--- config.mk ---
export PLATFORM = sky130hd
export DESIGN_NAME = control_decode_pipe_flat
export DESIGN_NICKNAME = d
export VERILOG_FILES = /design/src/rtl/control_decode_pipe_if.sv /design/src/rtl/control_decode_pipe.sv /design/src/flat_wrapper.sv
export SDC_FILE = /design/constraint.sdc
export NUM_CORES = 1
export LEC_CHECK = 0
export CORE_MARGIN = 3
export CORE_UTILIZATION = 45
export CTS_CLUSTER_SIZE = 12
export DETAILED_ROUTE_END_ITERATION = 12
export HOLD_SLACK_MARGIN = 0.12
export PLACE_DENSITY = 0.87
export SETUP_SLACK_MARGIN = 0.5
export SYNTH_ARGS = -nofsm -noshare
export SYNTH_HDL_FRONTEND = slang
export SYNTH_SLANG_ARGS = --single-unit
--- constraint.sdc ---
create_clock -name clk -period 3.8 [get_ports clk]
set_input_delay 0.57 -clock clk [delete_from_list [all_inputs] [get_ports clk]]
set_output_delay 0.57 -clock clk [all_outputs]
set_load 0.05 [all_outputs]
--- src/rtl/control_decode_pipe_if.sv ---
// Handshake and control bundle between the decode register, the ID/EX
// control stage and the EXE stage.
interface control_decode_pipe_if #(
    parameter int unsigned OPCODE_W   = 6,
    parameter int unsigned ALU_OP_W   = 4,
    parameter int unsigned REG_ADDR_W = 5,
    parameter int unsigned CNT_W      = 8
);
    logic                  in_valid;
    logic                  in_ready;
    logic [OPCODE_W-1:0]   opcode;
    logic [REG_ADDR_W-1:0] src1;
    logic [REG_ADDR_W-1:0] src2;
    logic [REG_ADDR_W-1:0] dest;
    logic                  ex_ready;
    logic                  flush;
    logic                  out_valid;
    logic [ALU_OP_W+1:0]   exe_cmd;
    logic [1:0]            mem_cmd;
    logic                  wb_en;
    logic                  is_imm;
    logic [REG_ADDR_W-1:0] out_dest;
    logic                  illegal;
    logic                  hazard_stall;
    logic [CNT_W-1:0]      illegal_cnt;

    modport master (
        output in_valid, opcode, src1, src2, dest, ex_ready, flush,
        input  in_ready, out_valid, exe_cmd, mem_cmd, wb_en, is_imm, out_dest, illegal,
               hazard_stall, illegal_cnt
    );

    modport slave (
        input  in_valid, opcode, src1, src2, dest, ex_ready, flush,
        output in_ready, out_valid, exe_cmd, mem_cmd, wb_en, is_imm, out_dest, illegal,
               hazard_stall, illegal_cnt
    );
endinterface

--- src/rtl/control_decode_pipe.sv ---
// Opcode-to-command decode feeding a registered ID/EX control stage with
// valid/ready handshake, load-use stall, flush and illegal-opcode counting.
module control_decode_pipe #(
    parameter int unsigned OPCODE_W         = 6,
    parameter int unsigned ALU_OP_W         = 4,
    parameter int unsigned REG_ADDR_W       = 5,
    parameter int unsigned CNT_W            = 8,
    parameter bit          ZERO_WB_SUPPRESS = 1'b1
) (
    input logic                    clk,
    input logic                    rst_n,
    control_decode_pipe_if.slave   bus
);

    localparam logic [OPCODE_W-1:0] OpNop  = OPCODE_W'('h00);
    localparam logic [OPCODE_W-1:0] OpAdd  = OPCODE_W'('h01);
    localparam logic [OPCODE_W-1:0] OpSub  = OPCODE_W'('h03);
    localparam logic [OPCODE_W-1:0] OpAnd  = OPCODE_W'('h05);
    localparam logic [OPCODE_W-1:0] OpOr   = OPCODE_W'('h06);
    localparam logic [OPCODE_W-1:0] OpNor  = OPCODE_W'('h07);
    localparam logic [OPCODE_W-1:0] OpXor  = OPCODE_W'('h08);
    localparam logic [OPCODE_W-1:0] OpSla  = OPCODE_W'('h09);
    localparam logic [OPCODE_W-1:0] OpSll  = OPCODE_W'('h0A);
    localparam logic [OPCODE_W-1:0] OpSra  = OPCODE_W'('h0B);
    localparam logic [OPCODE_W-1:0] OpSrl  = OPCODE_W'('h0C);
    localparam logic [OPCODE_W-1:0] OpAddi = OPCODE_W'('h20);
    localparam logic [OPCODE_W-1:0] OpSubi = OPCODE_W'('h21);
    localparam logic [OPCODE_W-1:0] OpLd   = OPCODE_W'('h24);
    localparam logic [OPCODE_W-1:0] OpSt   = OPCODE_W'('h25);
    localparam logic [OPCODE_W-1:0] OpBez  = OPCODE_W'('h28);
    localparam logic [OPCODE_W-1:0] OpBne  = OPCODE_W'('h29);
    localparam logic [OPCODE_W-1:0] OpJmp  = OPCODE_W'('h2A);

    localparam logic [1:0] MemNone = 2'b00;
    localparam logic [1:0] MemLoad = 2'b01;
    localparam logic [1:0] MemStore = 2'b10;

    typedef struct packed {
        logic [ALU_OP_W+1:0]   exe_cmd;
        logic [1:0]            mem_cmd;
        logic                  wb_en;
        logic                  is_imm;
        logic                  illegal;
        logic [REG_ADDR_W-1:0] dest;
    } stage_t;

    logic [ALU_OP_W-1:0] dec_alu;
    logic [1:0]          dec_br;
    logic [1:0]          dec_mem;
    logic                dec_wb;
    logic                dec_imm;
    logic                dec_illegal;
    logic                uses_src1;
    logic                uses_src2;

    stage_t              stage_q, stage_d, stage_dec;
    logic                valid_q, valid_d;
    logic [CNT_W-1:0]    cnt_q, cnt_d;
    logic                hazard;
    logic                ready;
    logic                accept;

    // Operation class: commands, write-back and source-register usage.
    always_comb begin
        dec_br      = 2'b00;
        dec_mem     = MemNone;
        dec_wb      = 1'b0;
        dec_imm     = 1'b0;
        dec_illegal = 1'b0;
        uses_src1   = 1'b0;
        uses_src2   = 1'b0;
        case (bus.opcode)
            OpNop: ;
            OpAdd, OpSub, OpAnd, OpOr, OpNor, OpXor, OpSla, OpSll, OpSra, OpSrl: begin
                dec_wb    = 1'b1;
                uses_src1 = 1'b1;
                uses_src2 = 1'b1;
            end
            OpAddi, OpSubi: begin
                dec_wb    = 1'b1;
                dec_imm   = 1'b1;
                uses_src1 = 1'b1;
            end
            OpLd: begin
                dec_mem   = MemLoad;
                dec_wb    = 1'b1;
                dec_imm   = 1'b1;
                uses_src1 = 1'b1;
            end
            OpSt: begin
                dec_mem   = MemStore;
                dec_imm   = 1'b1;
                uses_src1 = 1'b1;
                uses_src2 = 1'b1;
            end
            OpBez: begin
                dec_br    = 2'b01;
                dec_imm   = 1'b1;
                uses_src1 = 1'b1;
            end
            OpBne: begin
                dec_br    = 2'b10;
                dec_imm   = 1'b1;
                uses_src1 = 1'b1;
                uses_src2 = 1'b1;
            end
            OpJmp: begin
                dec_br    = 2'b11;
                dec_imm   = 1'b1;
            end
            default: dec_illegal = 1'b1;
        endcase
    end

    // ALU operation; everything not listed (including illegal) is ADD/zero.
    always_comb begin
        dec_alu = '0;
        case (bus.opcode)
            OpSub, OpSubi: dec_alu = ALU_OP_W'(4'b0010);
            OpAnd:         dec_alu = ALU_OP_W'(4'b0100);
            OpOr:          dec_alu = ALU_OP_W'(4'b0101);
            OpNor:         dec_alu = ALU_OP_W'(4'b0110);
            OpXor:         dec_alu = ALU_OP_W'(4'b0111);
            OpSla, OpSll:  dec_alu = ALU_OP_W'(4'b1000);
            OpSra:         dec_alu = ALU_OP_W'(4'b1001);
            OpSrl:         dec_alu = ALU_OP_W'(4'b1010);
            default:       dec_alu = '0;
        endcase
    end

    always_comb begin
        stage_dec.exe_cmd = {dec_alu, dec_br};
        stage_dec.mem_cmd = dec_mem;
        stage_dec.wb_en   = dec_wb & ~(ZERO_WB_SUPPRESS & (bus.dest == '0));
        stage_dec.is_imm  = dec_imm;
        stage_dec.illegal = dec_illegal;
        stage_dec.dest    = bus.dest;
    end

    // A load in the stage whose result a dependent instruction needs next.
    assign hazard = bus.in_valid & valid_q & (stage_q.mem_cmd == MemLoad) &
                    (stage_q.dest != '0) &
                    ((uses_src1 & (bus.src1 == stage_q.dest)) |
                     (uses_src2 & (bus.src2 == stage_q.dest)));

    assign ready  = (~valid_q | bus.ex_ready) & ~hazard & ~bus.flush;
    assign accept = bus.in_valid & ready;

    always_comb begin
        stage_d = stage_q;
        valid_d = valid_q;
        cnt_d   = cnt_q;
        if (bus.flush) begin
            stage_d = '0;
            valid_d = 1'b0;
        end else if (accept) begin
            stage_d = stage_dec;
            valid_d = 1'b1;
        end else if (bus.ex_ready | ~valid_q) begin
            stage_d = '0;
            valid_d = 1'b0;
        end
        if (accept && dec_illegal && (cnt_q != '1)) begin
            cnt_d = cnt_q + CNT_W'(1);
        end
    end

    always_ff @(posedge clk or negedge rst_n) begin
        if (!rst_n) begin
            stage_q <= '0;
            valid_q <= 1'b0;
            cnt_q   <= '0;
        end else begin
            stage_q <= stage_d;
            valid_q <= valid_d;
            cnt_q   <= cnt_d;
        end
    end

    assign bus.in_ready     = ready;
    assign bus.hazard_stall = hazard;
    assign bus.out_valid    = valid_q;
    assign bus.exe_cmd      = stage_q.exe_cmd;
    assign bus.mem_cmd      = stage_q.mem_cmd;
    assign bus.wb_en        = stage_q.wb_en;
    assign bus.is_imm       = stage_q.is_imm;
    assign bus.illegal      = stage_q.illegal;
    assign bus.out_dest     = stage_q.dest;
    assign bus.illegal_cnt  = cnt_q;

endmodule

--- src/flat_wrapper.sv ---
// flat-port wrapper written by rule: the top's interface ports become plain ports
module control_decode_pipe_flat 
#(
    parameter int unsigned OPCODE_W         = 6,
    parameter int unsigned ALU_OP_W         = 4,
    parameter int unsigned REG_ADDR_W       = 5,
    parameter int unsigned CNT_W            = 8,
    parameter bit          ZERO_WB_SUPPRESS = 1'b1
)
  (clk, rst_n, bus_in_valid, bus_opcode, bus_src1, bus_src2, bus_dest, bus_ex_ready, bus_flush, bus_in_ready, bus_out_valid, bus_exe_cmd, bus_mem_cmd, bus_wb_en, bus_is_imm, bus_out_dest, bus_illegal, bus_hazard_stall, bus_illegal_cnt);
  control_decode_pipe_if #(.OPCODE_W(OPCODE_W), .ALU_OP_W(ALU_OP_W), .REG_ADDR_W(REG_ADDR_W), .CNT_W(CNT_W)) bus_i ();
  input logic clk;
  input logic rst_n;
  input wire logic [$bits(bus_i.in_valid)-1:0] bus_in_valid;
  input wire logic [$bits(bus_i.opcode)-1:0] bus_opcode;
  input wire logic [$bits(bus_i.src1)-1:0] bus_src1;
  input wire logic [$bits(bus_i.src2)-1:0] bus_src2;
  input wire logic [$bits(bus_i.dest)-1:0] bus_dest;
  input wire logic [$bits(bus_i.ex_ready)-1:0] bus_ex_ready;
  input wire logic [$bits(bus_i.flush)-1:0] bus_flush;
  output wire logic [$bits(bus_i.in_ready)-1:0] bus_in_ready;
  output wire logic [$bits(bus_i.out_valid)-1:0] bus_out_valid;
  output wire logic [$bits(bus_i.exe_cmd)-1:0] bus_exe_cmd;
  output wire logic [$bits(bus_i.mem_cmd)-1:0] bus_mem_cmd;
  output wire logic [$bits(bus_i.wb_en)-1:0] bus_wb_en;
  output wire logic [$bits(bus_i.is_imm)-1:0] bus_is_imm;
  output wire logic [$bits(bus_i.out_dest)-1:0] bus_out_dest;
  output wire logic [$bits(bus_i.illegal)-1:0] bus_illegal;
  output wire logic [$bits(bus_i.hazard_stall)-1:0] bus_hazard_stall;
  output wire logic [$bits(bus_i.illegal_cnt)-1:0] bus_illegal_cnt;
  assign bus_i.in_valid = bus_in_valid;
  assign bus_i.opcode = bus_opcode;
  assign bus_i.src1 = bus_src1;
  assign bus_i.src2 = bus_src2;
  assign bus_i.dest = bus_dest;
  assign bus_i.ex_ready = bus_ex_ready;
  assign bus_i.flush = bus_flush;
  assign bus_in_ready = bus_i.in_ready;
  assign bus_out_valid = bus_i.out_valid;
  assign bus_exe_cmd = bus_i.exe_cmd;
  assign bus_mem_cmd = bus_i.mem_cmd;
  assign bus_wb_en = bus_i.wb_en;
  assign bus_is_imm = bus_i.is_imm;
  assign bus_out_dest = bus_i.out_dest;
  assign bus_illegal = bus_i.illegal;
  assign bus_hazard_stall = bus_i.hazard_stall;
  assign bus_illegal_cnt = bus_i.illegal_cnt;
  control_decode_pipe #(.OPCODE_W(OPCODE_W), .ALU_OP_W(ALU_OP_W), .REG_ADDR_W(REG_ADDR_W), .CNT_W(CNT_W), .ZERO_WB_SUPPRESS(ZERO_WB_SUPPRESS)) u_core (.clk(clk), .rst_n(rst_n), .bus(bus_i));
endmodule
==> summary.md <==
| Metric | Value |
|---|---|
| Status | completed |
| Sequence of cells on the critical path | clkdlybuf4s50_1 > nor3b_1 > a311oi_1 > a211oi_2 > o21a_1 > nor3b_2 > buf_12 |
| Number of H-tree levels | 1 |
| Post-DP HPWL | 3150 um |
| Slew headroom | 25.0% |
| Number of max-cap violations | 0 |
| Crit. End Element | output port |
| FF+latch count, synth | 25 |
| Post-synth net total | 189 |
| Initial DRT Pass Iterations | 4 |
| Leakage power | 0.000898 uW |
| Clock slew at reported path FFs | 140 ps |
| CTS Root Buffer Type | clkbuf_4 |
| Cts bufs inserted | 3 |
| Final count of pins violating max slew | 0 |
| Final min period | between 3000 and 4000 ps |
| First-pass GRT wire length | 7090 um |
| Post-CTS Setup Bufs | 0 |
| Slowest cell delay on critical path | 660 ps |
| GRT Resource Usage Total | between 20% and 30% |
| Final wirelength | 4180 um |
| Rows | 20 |
| Max Freq | 317 MHz |
| Fill cells | 266 |
| Type of the most critical hold path | flip-flop to flip-flop |
| Startpoint Class | input pin |
| Critical path's slowest cell | clkdlybuf4s50_1 |
| Gr ovfl total | 0 |
| Post-route DRC | 0 |
| Final RePlAce weighted congestion | 0.821 |
| Die Y-Extent | 65.3 um |
| Die width | around 65 um |
| Crit path max-delay family | buffers and inverters |
| Fraction of registers with async set/reset | between 90% and 100% |
| Crit-path max FO | 17 |
| Utilization after layout | between 60% and 70% |
| Synth Area per Inst | 9.76 um2 |
| Synth Instances | 162 |
| Largest net degree at the start of global routing | 26 |
| # port buffers | 52 |
| Final Skew | between 7 and 8 ps |
| CTS tree | built |
| Post-synth EDFFs | 0 |
| Core Footprint | 3200 um2 |
| Vias in the first global route | 1463 |
| Least-Margin Pin Slew | 1120 ps |
| Setup TNS | 0 ps |
| Diodes inserted | 0 |
| CP required | 3230 ps |
| Critical path arrival | 2580 ps |
| Yosys cell types | 50 |
| Design Power | 804 uW |
| Maximum VDD drop | 260 uV |
| Yosys Warn Count | 0 |
| Sink Count | 25 |
| Clock Path Buffers | 2 |
| DR WL/cell | 16.5 um |
| Die Area | between 4000 and 5000 um2 |
| Final period util | between 80% and 90% |
| Synth Flop Type | dfrtp_1 |
| Ports | 53 |
| DRT iter0 DRCs | 86 |
| Critical path buffers and inverters | 2 |
| Seq. cell area | 626 um2 |
| Avg Vias per Cell | 5.69 |
| Via Count | 1446 |
| WS Path Type | input pin to output port |
| Seq/Total Area, Yosys | a little under 40% |
| Layout area overhead | 36.4% |
| Multi-input gate area | 892 um2 |
| Final hold vios | 0 |
| Final Setup Violations | 0 |
| Initial antenna violation count | 0 |
| Share of layout cells above drive strength 1 | under 10% |
| Final nets | 238 |
| Clk Latency, worst-skew pair | 330 ps |
| Post-synth design cell area | 1580 um2 |
| Initial Utilization | 49.4% |
| RSZ-0062 raised after global routing | no |
| Post-route ant nets | 0 |
| Power Density | between 300 and 400 nW/um2 |
| Hold buffer count at CTS | 0 |
## layout make-up
| cell class | count | area share, % |
|---|---|---|
| inverters | 3 | 0.522 |
| multi-input cells | 125 | 41.4 |
| clock buffers | 3 | 1.04 |
| clock inverters | 1 | 0.348 |
| repair buffers | 53 | 25.2 |
| flip-flops and latches | 25 | 29.0 |
| well taps | 44 | 2.55 |
## metrics by stage
step	hold slack, ps	cells	setup slack, ps	instance area (um2)
floorplan	274	162	767	1590
global placement	462	250	527	2120
detailed placement	486	250	507	2120
CTS	522	254	508	2150
global route	543	254	535	2160
finish	516	254	647	2160
## synthesized netlist by cell type (2+ instances only)
cell type | instances | share of area, %
inv_1 | 3 | 0.71
nand3b_1 | 2 | 0.95
buf_2 | 4 | 1.3
and3_1 | 2 | 0.79
xnor2_1 | 5 | 2.8
buf_6 | 2 | 1.4
xor2_1 | 9 | 5.0
mux2_2 | 2 | 1.4
o21ai_0 | 9 | 2.8
nor3_1 | 8 | 2.5
nor2b_1 | 4 | 1.6
nor4_1 | 3 | 1.2
clkbuf_1 | 2 | 0.47
nand3_1 | 3 | 0.95
o32a_1 | 2 | 1.3
nor2_1 | 10 | 2.4
nand4_1 | 3 | 1.2
nor3b_1 | 3 | 1.4
nand2b_1 | 6 | 2.4
dfrtp_1 | 25 | 40
a32o_1 | 4 | 2.5
nand2_1 | 10 | 2.4
a22o_1 | 11 | 6.1
a21oi_1 | 4 | 1.3
## layer usage
layer,vias to the layer above,part of all wire [%],track usage [%]
li1,706,-,-
met3,2,5.0,2.91
met2,41,50,35.9
met4,0,0.50,6.22
met1,697,44,27.3
met5,-,0,0
## final timing paths
| path | from | endpoint | slack [ps] | depth (start not counted) |
|---|---|---|---|---|
| max | bus_opcode[3] | bus_in_ready | 650 | 7 |
| min | u_core.bus.exe_cmd[2] | u_core.bus.exe_cmd[2] | 520 | 1 |
| max reg2reg | u_core.bus.illegal_cnt[0] | u_core.bus.illegal_cnt[1] | 1920 | 5 |
| min reg2reg | u_core.bus.exe_cmd[2] | u_core.bus.exe_cmd[2] | 520 | 1 |
| max in group asynchronous | rst_n | u_core.bus.exe_cmd[3] | 2330 | 1 |
| min in group asynchronous | rst_n | u_core.bus.illegal_cnt[6] | 810 | 1 |
## power by group
group | switching [uW] | internal [uW] | leakage (uW) | total, uW
Combinational | 206 | 130 | 0.000549 | 336
Clock | 86.0 | 40.2 | 0.0000139 | 126
Sequential | 43.4 | 298 | 0.000335 | 341
## kinds of logic after synthesis
| group | synth area share [%] |
|---|---|
| buf+inv | 4.35 |
| flops | 39.6 |
| simple gates | 21.4 |
| xor+xnor | 7.75 |
| mux | 3.72 |
| fa+ha+maj | 0.791 |
| compound gates | 22.4 |
## registers in the layout (all words and copies together) (netlist names)
| register | cells |
|---|---|
| u_core.bus.illegal_cnt | 8 |
| u_core.bus.out_valid | 1 |
| u_core.bus.is_imm | 1 |
| u_core.bus.mem_cmd | 2 |
| u_core.bus.illegal | 1 |
| u_core.bus.out_dest | 5 |
| u_core.bus.wb_en | 1 |
| u_core.bus.exe_cmd | 6 |
## repair_timing
action                     4_1_cts  5_1_grt
gates resized for setup          0        3
hold endpoints to repair         0        0
setup endpoints to repair        0        1
## layout by cell type (no fill, tap or decap), types with 2 or more instances in the layout
cell | synthesis | routed
nor3b_2 | 1 | 2
dfrtp_1 | 25 | 25
clkbuf_4 | 0 | 3
nor3_1 | 8 | 8
dlymetal6s2s_1 | 0 | 3
xor2_1 | 9 | 9
nand2_1 | 10 | 10
nand3_1 | 3 | 3
nand3b_1 | 2 | 2
nand2b_1 | 6 | 6
nor4_1 | 3 | 3
nand4_1 | 3 | 3
mux2_2 | 2 | 2
nor2_1 | 10 | 10
clkdlybuf4s50_1 | 0 | 47
and3_1 | 2 | 2
inv_1 | 3 | 3
a22o_1 | 11 | 11
nor3b_1 | 3 | 2
a32o_1 | 4 | 4
a21oi_1 | 4 | 4
xnor2_1 | 5 | 5
nor2b_1 | 4 | 4
o21ai_0 | 9 | 9
buf_4 | 1 | 2
o32a_1 | 2 | 2
Power figures use the tool's default switching activity.
